**src/rtl/cdu_agc_pulser.sv**
```systemverilog
// CDU angle increment pulser: accumulates signed +/-1 LSB requests and drives
// rate-limited PCDU/MCDU pulses to the AGC, keeping a mirror of the CDU counter.
module cdu_agc_pulser #(
  parameter int SPACING = 8,
  parameter int PEND_W  = 6
) (
  input  logic                     CLOCKH,
  input  logic                     rst_n,
  input  logic                     zero,
  input  logic                     inc_up,
  input  logic                     inc_dn,
  output logic                     PCDU,
  output logic                     MCDU,
  output logic [14:0]              angle,
  output logic signed [PEND_W-1:0] pending,
  output logic                     ovf,
  output logic                     busy
);

  localparam int GAP_W = $clog2(SPACING);
  localparam logic [GAP_W-1:0] GAP_LOAD = GAP_W'(SPACING - 2);
  localparam logic signed [PEND_W:0] PMAX = $signed({2'b00, {(PEND_W-1){1'b1}}});
  localparam logic signed [PEND_W:0] PMIN = -PMAX;

  typedef enum logic [1:0] {IDLE, PULSE, GAP} state_t;

  state_t             state;
  logic [GAP_W-1:0]   gap_cnt;
  logic               can_launch;
  logic               launch_p;
  logic               launch_m;
  logic signed [PEND_W:0] sum;
  logic signed [PEND_W-1:0] pend_nxt;
  logic               ovf_set;

  // The launch decision looks only at the registered accumulator.
  assign can_launch = (state == IDLE) || ((state == GAP) && (gap_cnt == '0));
  assign launch_p   = can_launch && !pending[PEND_W-1] && (pending != '0);
  assign launch_m   = can_launch && pending[PEND_W-1];

  always_comb begin
    sum     = {pending[PEND_W-1], pending};
    ovf_set = 1'b0;
    if (launch_p) sum = sum - (PEND_W+1)'(1);
    if (launch_m) sum = sum + (PEND_W+1)'(1);
    if (inc_up && !inc_dn) sum = sum + (PEND_W+1)'(1);
    if (inc_dn && !inc_up) sum = sum - (PEND_W+1)'(1);
    // A launch always moves toward zero, so only the request can overflow.
    if (sum > PMAX) begin
      sum     = PMAX;
      ovf_set = 1'b1;
    end else if (sum < PMIN) begin
      sum     = PMIN;
      ovf_set = 1'b1;
    end
    pend_nxt = sum[PEND_W-1:0];
  end

  always_ff @(posedge CLOCKH or negedge rst_n) begin
    if (!rst_n) begin
      state   <= IDLE;
      gap_cnt <= '0;
      PCDU    <= 1'b0;
      MCDU    <= 1'b0;
      angle   <= '0;
      pending <= '0;
      ovf     <= 1'b0;
    end else if (zero) begin
      state   <= IDLE;
      gap_cnt <= '0;
      PCDU    <= 1'b0;
      MCDU    <= 1'b0;
      angle   <= '0;
      pending <= '0;
      ovf     <= 1'b0;
    end else begin
      pending <= pend_nxt;
      if (ovf_set) ovf <= 1'b1;
      PCDU <= launch_p;
      MCDU <= launch_m;
      if (launch_p)      angle <= angle + 15'd1;
      else if (launch_m) angle <= angle - 15'd1;
      unique case (state)
        IDLE: if (launch_p || launch_m) state <= PULSE;
        PULSE: begin
          state   <= GAP;
          gap_cnt <= GAP_LOAD;
        end
        GAP: begin
          if (gap_cnt != '0)               gap_cnt <= gap_cnt - GAP_W'(1);
          else if (launch_p || launch_m)   state   <= PULSE;
          else                             state   <= IDLE;
        end
        default: state <= IDLE;
      endcase
    end
  end

  assign busy = (state != IDLE) || (pending != '0);

endmodule

```
**config.mk**
```make
export PLATFORM = sky130hd
export DESIGN_NAME = cdu_agc_pulser
export DESIGN_NICKNAME = d
export VERILOG_FILES = /design/src/rtl/cdu_agc_pulser.sv
export SDC_FILE = /design/constraint.sdc
export NUM_CORES = 1
export LEC_CHECK = 0
export CORE_AREA = 2 2 75 92
export DETAILED_ROUTE_END_ITERATION = 8
export DIE_AREA = 0 0 77 94
export GPL_ROUTABILITY_DRIVEN = 0
export PLACE_DENSITY = 0.61
export SYNTH_ARGS = -nofsm -noshare
export SYNTH_HDL_FRONTEND = slang
export SYNTH_SLANG_ARGS = --single-unit
```
**constraint.sdc**
```tcl
create_clock -name CLOCKH -period 5.9 [get_ports CLOCKH]
set_clock_uncertainty 0.1 [all_clocks]
set_input_delay 1.18 -clock CLOCKH [delete_from_list [all_inputs] [get_ports CLOCKH]]
set_output_delay 1.18 -clock CLOCKH [all_outputs]
set_load 0.03 [all_outputs]
```
# After elaboration in Yosys (flattened, before gate mapping)
# Index checks and enable logic that the tools add are counted.
dict set report word_totals {
  register_bits 29
  input_bits 5
  output_inout_bits 25
  word_cells 67
}
dict set report classes {
  n_addsub 7
  magnitude_cmp 2
  n_eq_ne 5
  mux 24
  reduce_logical 22
}
# operator count
set ops {}
lappend ops {{$mux W15} 3}
lappend ops {{$mux W7} 4}
lappend ops {{$mux W6} 3}
lappend ops {{$add A15 B1 Y15 const B} 1}
lappend ops {{$sub A15 B1 Y15 const B} 1}
lappend ops {{$add A7 B2 Y7 const B} 2}
lappend ops {{$reduce_bool A3 Y1} 3}
lappend ops {{$gt A7 B6 Y1 const B} 1}
lappend ops {{$lt A7 B6 Y1 const B} 1}
lappend ops {{$mux W1} 7}
lappend ops {{$sub A6 B2 Y7 const B} 1}
lappend ops {{$sub A7 B2 Y7 const B} 1}
lappend ops {{$logic_and A1 B1 Y1} 6}
lappend ops {{$mux W2} 3}
lappend ops {{$mux W3} 2}
lappend ops {{$ne A3 B2 Y1 const B} 2}
lappend ops {{$pmux W2 S3} 1}
lappend ops {{$pmux W3 S2} 1}
lappend ops {{$reduce_bool A6 Y1} 1}
lappend ops {{$reduce_and A2 Y1} 2}
lappend ops {{$reduce_bool A2 Y1} 2}
lappend ops {{$logic_not A1 Y1} 3}
lappend ops {{$logic_not A3 Y1} 1}
lappend ops {{$logic_or A1 B1 Y1} 3}
lappend ops {{other kinds (5)} 5}

# Longest topological paths before layout
dict set report depth {
  ltp_word 17
  depth_mapped 21
  depth_no_buf 20
}

# Worst setup path before layout
# No wires, ideal clock.
dict set report synth_timing {
  path_type {reg-to-reg}
  from {register pending[0]}
  to {register ovf}
  setup_time_ns 0.087
  t_arrival_ns 4.140
  t_required_ns 5.713
  path_slack_ns 1.574
  path_stages_with_launch 20
  synth_period_minus_slack_ns 4.326
  cell_sequence {dfrtp_1 inv_1 ha_1 nor4b_2 or3_1 buf_2 inv_1 xnor2_1 ha_1 a31oi_1 o211a_1 inv_1 ha_1 a21oi_1 ha_1 nand2_1 o31ai_1 xnor2_1 o31a_1 a211oi_2}
}
dict set report synth_via {
  elab_chain_cells 13
}
# item line
set synth_rtl {}
lappend synth_rtl {{start: declaration} 15} ;# output logic signed [PEND_W-1:0] pending,
lappend synth_rtl {{start signal: assignment} 77} ;# pending <= pend_nxt;
lappend synth_rtl {{branches (longest 2 deep; another with $sub A6 B2 Y7)} --}
lappend synth_rtl {{$mux W7 *} 44} ;# if (launch_p) sum = sum - (PEND_W+1)'(1);
lappend synth_rtl {{$add A7 B2 Y7} 45} ;# if (launch_m) sum = sum + (PEND_W+1)'(1);
lappend synth_rtl {{$mux W7 *} 45}
lappend synth_rtl {{$add A7 B2 Y7} 46} ;# if (inc_up && !inc_dn) sum = sum + (PEND_W+1)'(1);
lappend synth_rtl {{$mux W7 *} 46}
lappend synth_rtl {{$sub A7 B2 Y7} 47} ;# if (inc_dn && !inc_up) sum = sum - (PEND_W+1)'(1);
lappend synth_rtl {{$mux W7 *} 47}
lappend synth_rtl {{$lt A7 B6 Y1} 52} ;# end else if (sum < PMIN) begin
lappend synth_rtl {{$mux W1} 52}
lappend synth_rtl {{$mux W1 *} 49} ;# if (sum > PMAX) begin
lappend synth_rtl {{$reduce_bool A2 Y1 (no source line) *} --}
lappend synth_rtl {{end signal: assignment} 67} ;# ovf <= 1'b0;
lappend synth_rtl {{end signal: assignment} 75} ;# ovf <= 1'b0;
lappend synth_rtl {{end signal: assignment} 78} ;# if (ovf_set) ovf <= 1'b1;
lappend synth_rtl {{end: declaration} 16} ;# output logic ovf,
# Mark *: on every way between the ends.
# A chain may end at the register's enable or synchronous reset.

# Worst setup path in the final report
# Ends and elaborated chain as after synthesis.

==> reports/metrics.cfg <==
[status]
status = finished clean

[clock_tree]
cts_setup_buffers = 0
cts.sink_count = 29
cts_tree = done
path_clk_slew_ps = 60
cts_root_buf = clkbuf_8
clock_latency_ps = 280
cts_buffers = 5
cts_buffer_depth = 2
cts-hold-fix-buffers = 0
h-tree-depth = 2
ctsResizeCount = 0

[worst_setup_path]
ff2ff_setup_slack_ps = 1040
max_stage_delay_ps = 610
end_kind = flop
worst_path_most_repeated_cell = ha_1
worstPathCellList = inv_1 > ha_1 > nor4b_2 > or3_1 > inv_1 > xnor2_1 > ha_1 > a31oi_1 > o211a_1 > inv_1 > ha_1 > a21oi_1 > ha_1 > nand2_1 > o31ai_1 > xnor2_1 > o31a_1 > a211oi_2
crit_type = flop to flop
timing.rr.start = pending[0]
cp.required_ps = 5970
reg2regPathDepth = 18
startpoint_type = flop
crit_arrival_ps = 4920
crit_fanout = 18
cp_slowest_cell = or3_1
r2r-end = ovf

[grt]
grt_util_all_layers_pct = 16.6
grt_remaining_overflow = 0
grt_pass1_vias = 2216
use_met2_pct = 30.0
use_met3_pct = 2.21
antenna_found_initial = 0
grt_busiest_layer = met2
grt_use_met1_pct = 20.3
grt_pass1_wl_mm = 9.98
grt_max_degree = 32

[placed_design]
hpwl_mm = 4.26
dp_slack_ps = 1050
io_buffer_count = 29

[synth]
synth_warnings = 0
synthesis.nets = 323
seq_area_frac_synth_pct = 29.4
synth.top_cell.area_share_pct = 29.4
synth_edf_count = 0
synth_top_flop_cell = dfrtp_1
synth-seq-cells = 29
syn_inst = 298
netlist_area_mm2 = 0.00247
synth_cell_type_count = 61
async_flop_share_pct = 100
synth_area_leaders = dfrtp_1 (29%), ha_1 (9.6%), nor2_1 (7.4%)
syn_area_per_cell_um2 = 8.29
yosys.area.top_type = dfrtp_1

[sta]
fmax_ghz = 0.206
worst_slack_ps = 1040
hold_violations = 0
setup_tns_ps = 0
relSlewSlack_pct = 21.3
drv_slew = 0
finalCritPeriodShare_pct = 82.3
layout_min_cycle_time_ps = 4860
rsz0062_at_grt = false
worstMarginPinSlew_ps = 1180
setup_viol = 0
whs_ps = 442

[routing]
firstDrtPassIters = 5
vias = 2267
ant_nets = 0
drt_iter0_markers = 118
viasPerCell = 5.50
drc = 0
wirelength_mm = 5.81
avgRoutedWirePerCell_um = 14.1

[die]
die_x_um = 77
core_mm2 = 0.00633
fp.dieH_um = 94
ios = 30
rows = 32
dieArea_mm2 = 0.00724
initial_core_util_pct = 39.0

[min_path]
min_path_cells = 2
hold-path-endpoint = gap_cnt[0]
hp-class = flop to flop
min-delay-start = gap_cnt[0]

[final_layout]
nNetsFinal = 351
fin_util_pct = 46.3
drive_gt1_share_pct = 7.03
area_growth_pct = 18.7
antenna_cells = 0

[run]
maxCapViolations = 0

-- final cells by class --
| cell class | count | area (µm²) |
|---|---|---|
| repair buffers | 30 | 298 |
| flip-flops and latches | 29 | 726 |
| multi-input cells | 245 | 1640 |
| well taps | 85 | 106 |
| clock buffers | 7 | 96.3 |
| inverters | 15 | 56.3 |
| fillers | 672 | 3390 |
| clock inverters | 1 | 5.00 |
-- through the flow --
| step | std cells | area [µm²] |
|---|---|---|
| floorplan | 298 | 2470 |
| finish | 412 | 2930 |
| CTS | 412 | 2930 |
| global placement | 404 | 2830 |
| detailed placement | 404 | 2830 |
| global route | 412 | 2930 |
-- kinds of logic after synthesis --
kind of cell	after synthesis	synth area share (%)
and+or+nand+nor	119	24.4
AOI/OAI and AO/OA	84	22.8
DFF	29	29.4
buffers and inverters	24	4.05
xor gates and xnor gates	21	8.51
adders and majority gates	20	10.4
muxes	1	0.405
-- layer usage --
layer	share of wire, %	wire, µm
met5	0	0
met4	1.0	59
met3	3.5	205
met2	50	2900
met1	45	2640
-- placed cells by master, fill, tap and decap left out, types with 3 or more instances in the layout --
| cell type | n |
|---|---|
| or3_1 | 3 |
| o21bai_1 | 3 |
| a211oi_1 | 3 |
| o21ai_0 | 10 |
| nand3_1 | 6 |
| nor4_1 | 3 |
| clkdlybuf4s50_1 | 29 |
| a31oi_1 | 5 |
| a21oi_1 | 28 |
| nand2_1 | 20 |
| o21ai_1 | 3 |
| nor3_1 | 10 |
| clkbuf_8 | 7 |
| nor2b_1 | 5 |
| o21a_1 | 4 |
| xnor2_1 | 10 |
| dfrtp_1 | 29 |
| nand4_1 | 4 |
| xor2_1 | 9 |
| ha_1 | 19 |
| nand2b_1 | 4 |
| o211ai_1 | 3 |
| o31ai_1 | 5 |
| nor2_1 | 49 |
| inv_1 | 13 |
-- registers in the layout, summed over array words and instances, names as in the netlist --
register	flops
angle	15
pending	6
gap_cnt	3
state	2
MCDU	1
PCDU	1
ovf	1
-- critical path: cells and delay by family, from the launching register on --
family	cells	cell delay, ps
compound gates	6	1370
fa+ha+maj	4	1020
simple gates	3	990
buf+inv	3	490
flops	1	430
xor+xnor	2	330
-- worst max path at each step --
stage | startpoint | endpoint | slack [ps] | depth (start not counted)
after floorplan | pending[0] | ovf | 1570 | 19
after global placement | pending[0] | pending[2] | 1250 | 18
after global routing | pending[0] | pending[2] | 570 | 18
after detailed placement | pending[0] | ovf | 1050 | 18
final | pending[0] | ovf | 1040 | 18
after CTS | pending[0] | ovf | 1020 | 18
-- synth_stat cells, types with 5 or more instances --
| master | number |
|---|---|
| nor3_1 | 10 |
| clkbuf_1 | 6 |
| o21ai_0 | 10 |
| nor2b_1 | 5 |
| ha_1 | 19 |
| nand2_1 | 20 |
| a31oi_1 | 5 |
| dfrtp_1 | 29 |
| xnor2_1 | 10 |
| nor2_1 | 49 |
| a21oi_1 | 28 |
| nand3_1 | 6 |
| o31ai_1 | 5 |
| inv_1 | 13 |
| xor2_1 | 9 |
Power is left out: the tool's default activity adds up to more than one toggle a clock period on the data nets, which glitch-free logic cannot reach.
